--- config.mk ---
export PLATFORM = sky130hd
export DESIGN_NAME = census_window_ctrl
export DESIGN_NICKNAME = d
export VERILOG_FILES = /design/src/rtl/census_window_ctrl.sv
export SDC_FILE = /design/constraint.sdc
export NUM_CORES = 1
export LEC_CHECK = 0
export BUFFER_PORTS_ARGS = -buffer_cell sky130_fd_sc_hd__buf_2
export CAP_MARGIN = 5
export CORE_ASPECT_RATIO = 1.4
export CORE_MARGIN = 2
export CORE_UTILIZATION = 64
export DETAILED_ROUTE_END_ITERATION = 10
export PLACE_DENSITY = 0.88
export SKIP_CTS_REPAIR_TIMING = 1
export SYNTH_ARGS = -nofsm -noshare
export SYNTH_HDL_FRONTEND = slang
export SYNTH_SLANG_ARGS = --single-unit
--- constraint.sdc ---
create_clock -name clk -period 3.75 [get_ports clk]
set_input_delay 0.5625 -clock clk [delete_from_list [all_inputs] [get_ports clk]]
set_output_delay 0.5625 -clock clk [all_outputs]
set_load 0.05 [all_outputs]
--- src/rtl/census_window_ctrl.sv ---
// census_window_ctrl
//
// Controls a census-transform register array that is fed one column of
// BOX_WIDTH pixels per accepted beat from a line buffer. It decides when the
// array shifts (he), tracks the raster coordinate of every column entering the
// array and reports, two shifts later, whether the array output holds a full
// window and where that window is centred.
//
// Ports
//   clk         rising-edge clock
//   reset       asynchronous, active-high reset
//   pix_valid   line buffer offers a column
//   pix_sof     offered column is the first of a frame (qualified by pix_valid)
//   pix_ready   column accepted when pix_valid & pix_ready
//   he          shift enable for the census register array (one shift per cycle high)
//   ham_valid   census string at the array output is a complete window
//   ham_ready   downstream accepts the census string
//   ham_x/ham_y centre coordinate of the window presented with ham_valid
//   frame_done  one-cycle pulse once the last window of a frame has been shifted out
//   sof_err     one-cycle pulse when a start of frame arrives in mid-frame
module census_window_ctrl #(
    parameter int BOX_WIDTH  = 3,
    parameter int IMG_WIDTH  = 640,
    parameter int IMG_HEIGHT = 480,
    parameter int CNT_W      = 12
) (
    input  logic             clk,
    input  logic             reset,
    input  logic             pix_valid,
    input  logic             pix_sof,
    output logic             pix_ready,
    output logic             he,
    output logic             ham_valid,
    input  logic             ham_ready,
    output logic [CNT_W-1:0] ham_x,
    output logic [CNT_W-1:0] ham_y,
    output logic             frame_done,
    output logic             sof_err
);

    localparam logic [CNT_W-1:0] X_LAST   = CNT_W'(IMG_WIDTH - 1);
    localparam logic [CNT_W-1:0] Y_LAST   = CNT_W'(IMG_HEIGHT - 1);
    localparam logic [CNT_W-1:0] WIN_LAST = CNT_W'(BOX_WIDTH - 1);
    localparam logic [CNT_W-1:0] HALF     = CNT_W'(BOX_WIDTH / 2);

    typedef enum logic [1:0] {
        IDLE  = 2'd0,
        RUN   = 2'd1,
        DRAIN = 2'd2
    } state_t;

    state_t state;
    state_t state_next;

    // Raster position of the next column to be accepted.
    logic [CNT_W-1:0] x;
    logic [CNT_W-1:0] y;
    // Low while waiting for the first drain shift, high for the second.
    logic             drain_phase;

    logic             stall;
    logic             shift;
    logic             start;
    logic             restart;
    logic             advance;
    logic             drain_last;

    logic             vld_p0;
    logic [CNT_W-1:0] x_p0;
    logic [CNT_W-1:0] y_p0;
    logic             vld_p1;
    logic [CNT_W-1:0] x_p1;
    logic [CNT_W-1:0] y_p1;
    logic             vld_p2;
    logic [CNT_W-1:0] x_p2;
    logic [CNT_W-1:0] y_p2;
    logic             take_p1;

    // Converts the bottom-right corner of a window into its centre. Only
    // applied to tags that passed the full-window guard, so it never wraps.
    function automatic logic [CNT_W-1:0] to_centre(input logic [CNT_W-1:0] corner);
        return corner - HALF;
    endfunction

    assign stall = ham_valid & ~ham_ready;

    // State register.
    always_ff @(posedge clk or posedge reset) begin
        if (reset) begin
            state <= IDLE;
        end else begin
            state <= state_next;
        end
    end

    // Next-state and handshake decode.
    always_comb begin
        state_next = state;
        pix_ready  = 1'b0;
        shift      = 1'b0;
        start      = 1'b0;
        restart    = 1'b0;
        advance    = 1'b0;
        drain_last = 1'b0;
        x_p0       = x;
        y_p0       = y;
        case (state)
            IDLE: begin
                // Stray columns are taken and dropped; an unconsumed window
                // still sitting at the array output holds off the next shift.
                pix_ready = ~stall;
                if (pix_valid && !stall && pix_sof) begin
                    shift      = 1'b1;
                    start      = 1'b1;
                    x_p0       = '0;
                    y_p0       = '0;
                    state_next = RUN;
                end
            end
            RUN: begin
                pix_ready = ~stall;
                if (pix_valid && !stall) begin
                    shift = 1'b1;
                    if (pix_sof) begin
                        // Frame restarts with this column as (0,0).
                        start   = 1'b1;
                        restart = 1'b1;
                        x_p0    = '0;
                        y_p0    = '0;
                    end else begin
                        advance = 1'b1;
                        if (x == X_LAST && y == Y_LAST) begin
                            state_next = DRAIN;
                        end
                    end
                end
            end
            DRAIN: begin
                // Two empty shifts push the last column's tag out to stage 2.
                shift = ~stall;
                if (!stall && drain_phase) begin
                    drain_last = 1'b1;
                    state_next = IDLE;
                end
            end
            default: begin
                state_next = IDLE;
            end
        endcase
    end

    // A window is complete only when its bottom-right corner is far enough
    // from the left edge and the frame top; drain shifts carry no column.
    assign vld_p0 = (state != DRAIN) && (x_p0 >= WIN_LAST) && (y_p0 >= WIN_LAST);

    assign he = shift & ~reset;

    // Coordinate counters and status pulses.
    always_ff @(posedge clk or posedge reset) begin
        if (reset) begin
            x           <= '0;
            y           <= '0;
            drain_phase <= 1'b0;
            frame_done  <= 1'b0;
            sof_err     <= 1'b0;
        end else begin
            frame_done <= drain_last;
            sof_err    <= restart;
            if (start) begin
                x <= CNT_W'(1);
                y <= '0;
            end else if (advance) begin
                // The last column wraps both counters, leaving (0,0) for the
                // next frame.
                if (x == X_LAST) begin
                    x <= '0;
                    y <= (y == Y_LAST) ? '0 : y + 1'b1;
                end else begin
                    x <= x + 1'b1;
                end
            end
            if (state == DRAIN && shift) begin
                drain_phase <= ~drain_phase;
            end
        end
    end

    // A mid-frame restart discards every tag of the old frame still in flight.
    assign take_p1 = vld_p1 & ~restart;

    always_ff @(posedge clk or posedge reset) begin
        if (reset) begin
            vld_p1 <= 1'b0;
            x_p1   <= '0;
            y_p1   <= '0;
            vld_p2 <= 1'b0;
            x_p2   <= '0;
            y_p2   <= '0;
        end else if (shift) begin
            // ---- stage 0 -> stage 1 ----
            vld_p1 <= vld_p0;
            x_p1   <= x_p0;
            y_p1   <= y_p0;
            // ---- stage 1 -> stage 2 ----
            vld_p2 <= take_p1;
            x_p2   <= take_p1 ? to_centre(x_p1) : '0;
            y_p2   <= take_p1 ? to_centre(y_p1) : '0;
        end else if (ham_valid && ham_ready) begin
            // Consumed without a shift behind it: the array output is now a
            // duplicate of a delivered window.
            vld_p2 <= 1'b0;
        end
    end

    assign ham_valid = vld_p2;
    assign ham_x     = x_p2;
    assign ham_y     = y_p2;

endmodule

### Yosys cells after proc, flatten, opt, wreduce, memory -nomap -nowiden

Cells that the tools add are included.

* register bits: 79

* add/subtract/negate cells: 4
* order comparisons: 2
* equality and inequality tests: 10
* mux-type cells: 38
* bitwise gates (word level): 8
* reduce and logical (&&, ||, !) cells: 16

Operator list (number)
* $mux 12: 15
* $pmux 12 s2: 2
* $add 12x1->12 const B: 2
* $ge 12x2->1 const B: 2
* $sub 12x1->12 const B: 2
* $mux 1: 13
* $eq 12x10->1 const B: 1
* $eq 12x9->1 const B: 1
* $ne 2x2->1 const B: 6
* $mux 2: 5
* $logic_and 1x1->1: 8
* $pmux 2 s3: 1
* $reduce_bool 2->1: 3
* $not 1->1: 5
* $reduce_and 5->1: 1
* $and 1x1->1: 3
* $pmux 1 s3: 1
* $eq 2x1->1 const B: 1
* $eq 2x2->1 const B: 1
* $logic_not 2->1: 1
* $pmux 1 s2: 1
* $reduce_and 2->1: 1
* $reduce_or 2->1: 1
* $logic_not 1->1: 1

### Logic depth before layout (Yosys ltp)

Gate-level depths: netlist of the first run.

* depth after elaboration: 10
* depth in mapped cells: 8

### Worst setup path before layout of the first run

Ideal clock, no wire load.

* path kind: register to output
* from: reg vld_p2, in the netlist ham_valid
* to: out he
* arrival time: 1.917 ns
* data required time: 3.188 ns
* path slack: 1.271 ns
* cell stages (with the launch flop): 6
* buffers on the path: 2
* cell sequence: dfrtp_1 nand2b_4 o21ai_1 clkbuf_1 clkbuf_1 nor2_1

* word-level cells in the longest chain between the ends: 7

RTL lines
* from (decl): RTL line 74 `logic vld_p2;`
* from (signal assigned): RTL line 205 `vld_p2 <= take_p1;`
* $and 1x1->1 (*): RTL line 85 `assign stall = ham_valid & ~ham_ready;`
* $logic_not 1->1: RTL line 112, 122
* $logic_and 1x1->1: RTL line 112, 122
* $logic_and 1x1->1: RTL line 112 `if (pix_valid && !stall && pix_sof) begin`
* $mux 1: RTL line 112
* $pmux 1 s3 (*): RTL line 107 `case (state)`
* $and 1x1->1 (*): RTL line 156 `assign he = shift & ~reset;`
* to (decl): RTL line 32 `output logic he,`

Every way passes the cells marked *; elsewhere a longest branch is shown, timed or not.

### Worst setup path in the final report of the first run

* from: reg state[0]
* to: out he

* word-level cells in the longest chain between the ends: 3

RTL lines
* from (decl): RTL line 52 `state_t state;`
* from (signal assigned): RTL line 92 `state <= state_next;`
* $eq 2x2->1, or another cell as far along: RTL line 107
* $pmux 1 s3 (*): RTL line 107
* $and 1x1->1 (*): RTL line 156

Marked as above.

==> results of run 1 <==
[power by group]
part,switching [mW],internal (mW),leakage (nW)
clock network,0.300,0.316,0.0940
registers,0.133,0.996,1.06
logic,0.689,0.314,0.857
[cells by family (layout without fill, tap and decap cells)]
group,Yosys count,count (layout),synth area share
simple gates,194,194,0.245
buf+inv,31,62,0.0360
fa+ha+maj,4,4,0.0126
compound gates,87,87,0.142
flops,79,79,0.499
xor+xnor,28,28,0.0619
mux,1,1,0.00284
[worst max-delay path by stage]
| stage | from | endpoint | slack [ps] |
|---|---|---|---|
| 2_1_floorplan | reset | drain_phase | 1160 |
| 3_3_place_gp | pix_valid | ham_x[3] | 1100 |
| 3_5_place_dp | pix_valid | ham_x[4] | 1050 |
| 4_1_cts | state[0] | he | 1240 |
| 5_1_grt | state[0] | he | 1080 |
| 6_report | state[0] | he | 1230 |
[synth_stat cells, drive strengths merged (2+ instances only)]
cell type	count
or4	3
o31ai	6
nand4	11
nand2b	5
xnor2	16
nor2	29
nor2b	2
o41ai	3
inv	9
o22ai	2
or3	3
a311oi	2
nand3b	3
a21oi	6
and2	3
and4	2
buf	8
xor2	12
nor3	10
o21ai	63
nand2	90
ha	4
nor4	8
nor3b	3
clkbuf	14
a22o	2
and3	8
nand3	10
dfrtp	79
[sequential cells by signal, indices dropped and copies added, names as in the netlist]
signal	flops
y_p1	12
x_p1	12
ham_valid	1
frame_done	1
x	12
state	2
vld_p1	1
sof_err	1
drain_phase	1
y	12
ham_y	12
ham_x	12
[layout make-up]
cell class,count,area [sq um],area share
multi-input combinational,314,1850,0.426
sequential,79,1980,0.455
tap,70,87.6,0.0201
timing repair buffer,39,210,0.0483
clock inverter,4,47.5,0.0109
clock buffer,10,138,0.0317
inverter,9,33.8,0.00777
[worst max-delay path, cell delays in order (launching register included)]
cell and delay (ps):
dfrtp_1 440, nor2_1 260, nor2_1 120, o21ai_4 160, buf_4 340, nor2_1 60
buf_2 210
[layer usage]
layer | GRT usage | vias to the layer above
met5 | 0 | -
met4 | 0.127 | 0
met3 | 0.0477 | 21
met2 | 0.395 | 127
met1 | 0.298 | 1494
li1 | - | 1521
==> run metrics, run 1 <==
YS warnings 0; largest area contributor in the netlist dfrtp_1; asr flop ratio synth 1.00; R2R Path Start state[1]; worst path arrival time 1960 ps; Worst Path Required 3190 ps; Synth area leaders dfrtp_1, nand2_1, o21ai_0; GRT Total Usage 0.241; hold_sp ham_x[11]; total power 2.75 mW; status complete, no violations; Yosys top cell area share 0.499; fraction of layout cells with a size suffix above 1 0.187; clock latency on the worst-skew pair 360 ps; Period minus WS final 2520 ps; Post-DP Area 4160 sq um; Longest Clk Path Bufs 2; critical-path maximum fanout 37; Clock transition at path regs 80 ps; initial DRC count 208; most frequent cells in the layout nand2_1, dfrtp_1, o21ai_0, buf_2, nor2_1; initial antenna violation count 0; Max-Cap Viols 0; Starting Density 0.671; Crit. End Element output port; final setup margin 1230 ps; CP Class register to output port; Final GP Congestion 0.846; Detailed Routing Iterations Pass 1 5; Die Wd 70.5 um; clk sinks 79; syn avg cell area 9.35 sq um; number of synthesized register bits 79; Die Height 97.1 um; number of buffers created by CTS 9; Worst Max-Slew Pin Slew 1100 ps; post-layout util 0.736; DR WL/cell 14.9 um; Post-DRT Antenna Nets 0; pwr dens 632 nW/um^2; Setup violations, final 0; Fin Clk Skew 6.79 ps; worst r2r path cells 6; # nets final 461; Hold Crit Class register to register; first-pass GRT wire length 13300 um; Distinct cells, synth 49; part of the Yosys area used for sequential elements 0.499; most common cell after layout, fill and taps aside nand2_1; Critical Path Source Type register; setup TNS 0 ps; Hold Path End ham_x[11]; IO Pins 34; reg-to-reg setup timing slack 1290 ps; DP Wirelength 5340 um; CTS tree yes; Slew Viols, Final 0; WL final 7840 um; LEAKAGE 2.01 nW; IO Port Bufs 33; RSZ-0062 raised after global routing false; post-route cell area 4350 sq um; largest net degree at the start of global routing 56; Via density 6.02; Net Count, Synth 433; Site Rows 33; non-filler cells, final 525; wl on met1 3300 um; routed wl met2 3870 um; antenna diode count 0; drt drc 0; pre-CTS WS 1050 ps; final hold vios 0; Core Footprint 5900 sq um; Top Metal Used met4; period utilization 0.673; synth-to-layout area growth 9.73%; reg2reg end ham_x[10]; Worst Hold Depth 2; GR Overflow Total 0; CTS HTree Levels 3; Max Fclk 396 MHz; maximum vdd ir drop 0.000447 V; Die ar. 6850 sq um; vias in the first global route 3099; Rel. slew slack 0.263; EDFF count, synth 0; routed wl met3 446 um; WHS 473 ps; via count 3163; top_reg_cell synth dfrtp_1; Syn Inst Count 424; fillers 418; mapped cell area 3960 sq um; DP Cell Count 511; Root Buffer clkbuf_8
(Power assumes the default switching activity.)
==> inputs of run 2 (changes only) <==
- CORE_UTILIZATION: 64 -> 54
- PLACE_DENSITY: 0.88 -> 0.79
- clock period: 3.75 -> 2.2 ns (I/O delays scaled with it)
==> run 2 against run 1 <==
  * Via count decreased by 1.1%
  * Routed wire length fell by 1.7%
  * Non-clock buffer count increased by 6
  * Worst setup slack got worse by 1000 ps
  * Hold slack worse by 400 ps
  * Cell count grew 6.3%
  * Core utilization shrank 11 points
  * Sequential share of layout area down 0.89 points
  * Critical path type unchanged
  * First-iteration DRC count increased by 1.9%
==> run metrics, run 2 (same netlist as run 1, synthesis figures left out) <==
pwr dens 1040 nW/um^2; Die Wd 76.4 um; worst path arrival time 1650 ps; LEAKAGE 2.04 nW; drt drc 0; setup TNS 0 ps; CP Class register to output port; Logic pwr share 0.377; most common cell after layout, fill and taps aside nand2_1; maximum vdd ir drop 0.000531 V; Worst path max stage delay 410 ps; status complete, no violations; Max-Cap Viols 0; Worst Path Required 1870 ps; initial DRC count 212; most frequent cells in the layout nand2_1, dfrtp_1, o21ai_0, buf_2, nor2_1; Worst Max-Slew Pin Slew 419 ps; critical-path maximum fanout 5; Switch Pwr 1.91 mW; Final GP Congestion 0.880; initial antenna violation count 0; vias in the first global route 3031; Fin Clk Skew 7.07 ps; critical-path cell list nand2b_1 > nor2_1 > o21ai_4 > nor2_2 > buf_2; Root Buffer clkbuf_8; Crit. End Element output port; final setup margin 217 ps; pre-CTS WS 289 ps; post-route cell area 4430 sq um; Via density 5.61; period utilization 0.901; clock latency on the worst-skew pair 360 ps; WL final 7700 um; antenna diode count 0; Die Height 105 um; IO Port Bufs 33; number of buffers created by CTS 9; Post-DRT Antenna Nets 0; Longest Clk Path Bufs 2; Reg power frac 0.412; fillers 599; DP Wirelength 5310 um; Clock transition at path regs 80 ps; Sw Share 0.412; RSZ-0062 raised after global routing false; GR Overflow Total 0; DR WL/cell 13.8 um; via count 3129; clk sinks 79; GRT Total Usage 0.209; IO Pins 34; Rel. slew slack 0.718; synth-to-layout area growth 11.9%; total power 4.63 mW; Critical Path Source Type register; Worst path slowest cell dfrtp_1; final hold vios 0; Int Pwr 2.72 mW; first-pass GRT wire length 13700 um; Post-DP Area 4260 sq um; Hold Crit Class input port to asynchronous set/reset pin; Core Footprint 7030 sq um; Slew Viols, Final 0; Setup violations, final 0; Starting Density 0.564; clock network power share 0.211; Detailed Routing Iterations Pass 1 5; fraction of layout cells with a size suffix above 1 0.199; largest net degree at the start of global routing 80; Period minus WS final 1980 ps; Die ar. 8050 sq um; # nets final 467; Max Fclk 504 MHz; Site Rows 36; CTS HTree Levels 3; CTS tree yes
run 2: changes by cell type in the layout (fill, tap and decap cells not counted), sizes merged:
cell	change
bufinv	-1
clkinvlp	+1
buf	+6
inv	-1
clkbuf	+3
run 2: worst paths after layout:
check                      startpoint   endpoint  slack (ps)  cells past startpoint
max                          state[1]         he         220                      5
min                             reset   ham_x[2]          70                      3
max in group asynchronous       reset   ham_x[1]        1780                      3
max reg2reg                 ham_valid       y[7]         280                      5
min reg2reg                  ham_x[6]   ham_x[6]         470                      2
min in group clk            ham_ready  ham_valid         320                      3
run 2: layout make-up:
cell class,count,area (sq um),area share
Tap cell,95,119,0.0268
Clock buffer,13,159,0.0358
Timing Repair Buffer,45,268,0.0604
Inverter,9,37.5,0.00847
Multi-Input combinational cell,314,1860,0.419
Sequential cell,79,1980,0.446
Clock inverter,3,17.5,0.00395
run 2: worst max-delay path, delay by kind of cell, from the launching register on:
| family | cells | cell delay [ps] |
|---|---|---|
| and+or+nand+nor | 3 | 500 |
| DFF | 1 | 410 |
| buffers and inverters | 1 | 260 |
| AOI/OAI and AO/OA | 1 | 120 |
run 2: stage by stage:
step           cells  hold WS, ps  utilization
2_1_floorplan    424          441            -
3_3_place_gp     542          457        0.606
3_5_place_dp     542          461        0.606
4_1_cts          558          110        0.631
5_1_grt          558          134        0.631
6_report         558         72.0        0.631
run 2: power groups by stage:
| stage | sequential [mW] | clock [mW] | combinational, mW |
|---|---|---|---|
| floorplan | 2.39 | 0 | 0.931 |
| global placement | 1.92 | 0 | 1.71 |
| detailed placement | 1.94 | 0 | 1.75 |
| CTS | 1.91 | 0.995 | 1.76 |
| global route | 1.95 | 1.07 | 1.91 |
| finish | 1.91 | 0.976 | 1.75 |
run 2: layer usage:
layer  GRT usage  vias to the layer above  share of wire
li1            -                     1539              -
met1       0.264                     1497           0.43
met2       0.345                       77           0.51
met3      0.0411                       16          0.036
met4       0.100                        0          0.027
met5           0                        -              0
==> inputs of run 3 (changes only) <==
- ABC_AREA: not set -> 1
==> run 3 against run 2 <==
  * Synthesized cell count is 27% higher
  * Design area is 5.0% higher
  * Worst setup slack worse by 90 ps
  * Non-clock buffer count is 1 lower
  * Cell count is 21% higher
  * Power is 2.6% higher
  * Clock power is 2% higher
  * Via count is 15% higher
  * Count of clock-buffer cells in the layout is 1 lower
  * Critical path type unchanged
  * Highest routed layer unchanged
==> run metrics, run 3 <==
status complete, no violations; fraction of layout cells with a size suffix above 1 0.144; Net Count, Synth 547; Die ar. 8510 sq um; post-layout util 0.608; Max-Cap Viols 0; Final GP Congestion 0.922; via count 3607; largest net degree at the start of global routing 36; YS warnings 0; DP Wirelength 6540 um; GRT Max-Usage Layer met2; Setup violations, final 0; synth-to-layout area growth 10.8%; WHS 116 ps; fillers 702; Crit. End Element output port; initial antenna violation count 0; Worst path slowest cell dfrtp_1; Syn Inst Count 538; final hold vios 0; grt met3 use 0.0501; most common cell after layout, fill and taps aside nand2_1; Post-DP Area 4470 sq um; crit-path leading delay family simple AND/OR/NAND/NOR gates; RSZ-0062 raised after global routing false; Distinct cells, synth 31; Slew Viols, Final 0; asr flop ratio synth 1.00; drt drc 0; worst r2r path cells 7; Rel. slew slack 0.486; Die Height 108 um; CP endpoint he; Yosys top cell area share 0.471; post-route cell area 4660 sq um; Worst Max-Slew Pin Slew 770 ps; clock latency on the worst-skew pair 360 ps; Clock transition at path regs 80 ps; number of buffers created by CTS 9; CTS HTree Levels 3; Via density 5.33; reg2reg end y[5]; initial DRC count 237; Site Rows 38; vias in the first global route 3519; R2R Path Start ham_valid; CP Class register to output port; EDFF count, synth 0; CTS tree yes; Starting Density 0.549; Period minus WS final 2070 ps; GRT Total Usage 0.230; Max Fclk 482 MHz; IO Pins 34; Critical Path Source Type register; mapped cell area 4200 sq um; clk sinks 79; met2 usage in global routing 0.385; part of the Yosys area used for sequential elements 0.471; CP Depth 6; Longest Clk Path Bufs 2; Worst Path Required 1870 ps; most frequent cells in the layout nand2_1, dfrtp_1, inv_1, nand3_1, nor2_1; GRT met1 Usage 0.275; pwr dens 1020 nW/um^2; syn avg cell area 7.81 sq um; Detailed Routing Iterations Pass 1 5; Die Wd 78.5 um; critical-path maximum fanout 12; Fin Clk Skew 14.2 ps; largest area contributor in the netlist dfrtp_1; worst path arrival time 1740 ps; top_reg_cell synth dfrtp_1; first-pass GRT wire length 15500 um; Post-DRT Antenna Nets 0; Hold Crit Class input port to asynchronous set/reset pin; GR Overflow Total 0; reg-to-reg setup timing slack 470 ps; # nets final 581; period utilization 0.942; critical-path cell list nor2_4 > nand3_1 > nand3_4 > inv_2 > nor2_2 > buf_2; number of synthesized register bits 79; LEAKAGE 2.34 nW; maximum vdd ir drop 0.000479 V; DR WL/cell 12.8 um; WL final 8630 um; Synth area leaders dfrtp_1, nand2_1, nand3_1; top-count cell post-synth nand2_1; Core Footprint 7650 sq um; top post-synthesis cells by count nand2_1, dfrtp_1, inv_1; Worst path max stage delay 450 ps; Setup crit start state[1]; CP bufs+invs 2; IO Port Bufs 33; Root Buffer clkbuf_8; antenna diode count 0
==> run 3: cell count changes after synthesis, moves of 6 or more <==
cell	previous run	this run
o21ai_0	42	34
nor2_1	29	42
and3_1	8	1
xnor2_1	16	2
nand2_1	90	136
buf_2	3	15
inv_1	9	54
nor3_1	8	14
nand3_1	10	52
nor4_1	7	0
o21ai_2	19	0
o21ai_1	2	34
clkbuf_1	14	1
==> run 3: logic make-up (layout without fill, tap and decap cells) <==
| kind of cell | count (synthesis) | in the layout | synth area share |
|---|---|---|---|
| compound gates | 78 | 78 | 0.0944 |
| xor+xnor | 18 | 18 | 0.0375 |
| fa+ha+maj | 4 | 4 | 0.0119 |
| buf+inv | 79 | 118 | 0.0825 |
| flops | 79 | 79 | 0.471 |
| simple gates | 280 | 280 | 0.303 |
==> run 3: final cells by class <==
type	instances	area [sq um]	share of cell area
repair buffers	44	260	0.0559
well taps	100	125	0.0269
clock inverters	4	30.0	0.00645
multi-input cells	380	1890	0.405
clock buffers	12	155	0.0333
inverters	58	221	0.0476
flip-flops and latches	79	1980	0.425
==> run 3: stage by stage <==
stage	power (mW)	TNS, ps	cells	setup slack (ps)
6_report	4.75	0	677	127
5_1_grt	5.12	0	677	2.09
4_1_cts	4.82	0	677	110
3_5_place_dp	3.80	0	661	417
3_3_place_gp	3.75	0	661	468
2_1_floorplan	3.39	-73.5	538	-73.5
==> run 3: report_power, final <==
group / switching (mW) / leakage [nW] / internal [mW]
clock: 0.520 / 0.0926 / 0.473
combinational: 1.31 / 1.17 / 0.560
sequential: 0.194 / 1.08 / 1.70
total: 2.02 / 2.34 / 2.73
==> run 3: worst min path at each step <==
stage / from / end / slack, ps
2_1_floorplan: x_p1[0] / ham_x[0] / 430
3_3_place_gp: x_p1[0] / ham_x[0] / 440
3_5_place_dp: x_p1[0] / ham_x[0] / 450
4_1_cts: reset / y_p1[2] / 120
5_1_grt: reset / y_p1[2] / 160
6_report: reset / y_p1[2] / 120
==> run 3: per-layer routing <==
layer | up-vias | part of all wire
met5 | - | 0
met4 | 0 | 0.036
met3 | 28 | 0.037
met2 | 73 | 0.50
met1 | 1687 | 0.42
li1 | 1819 | -
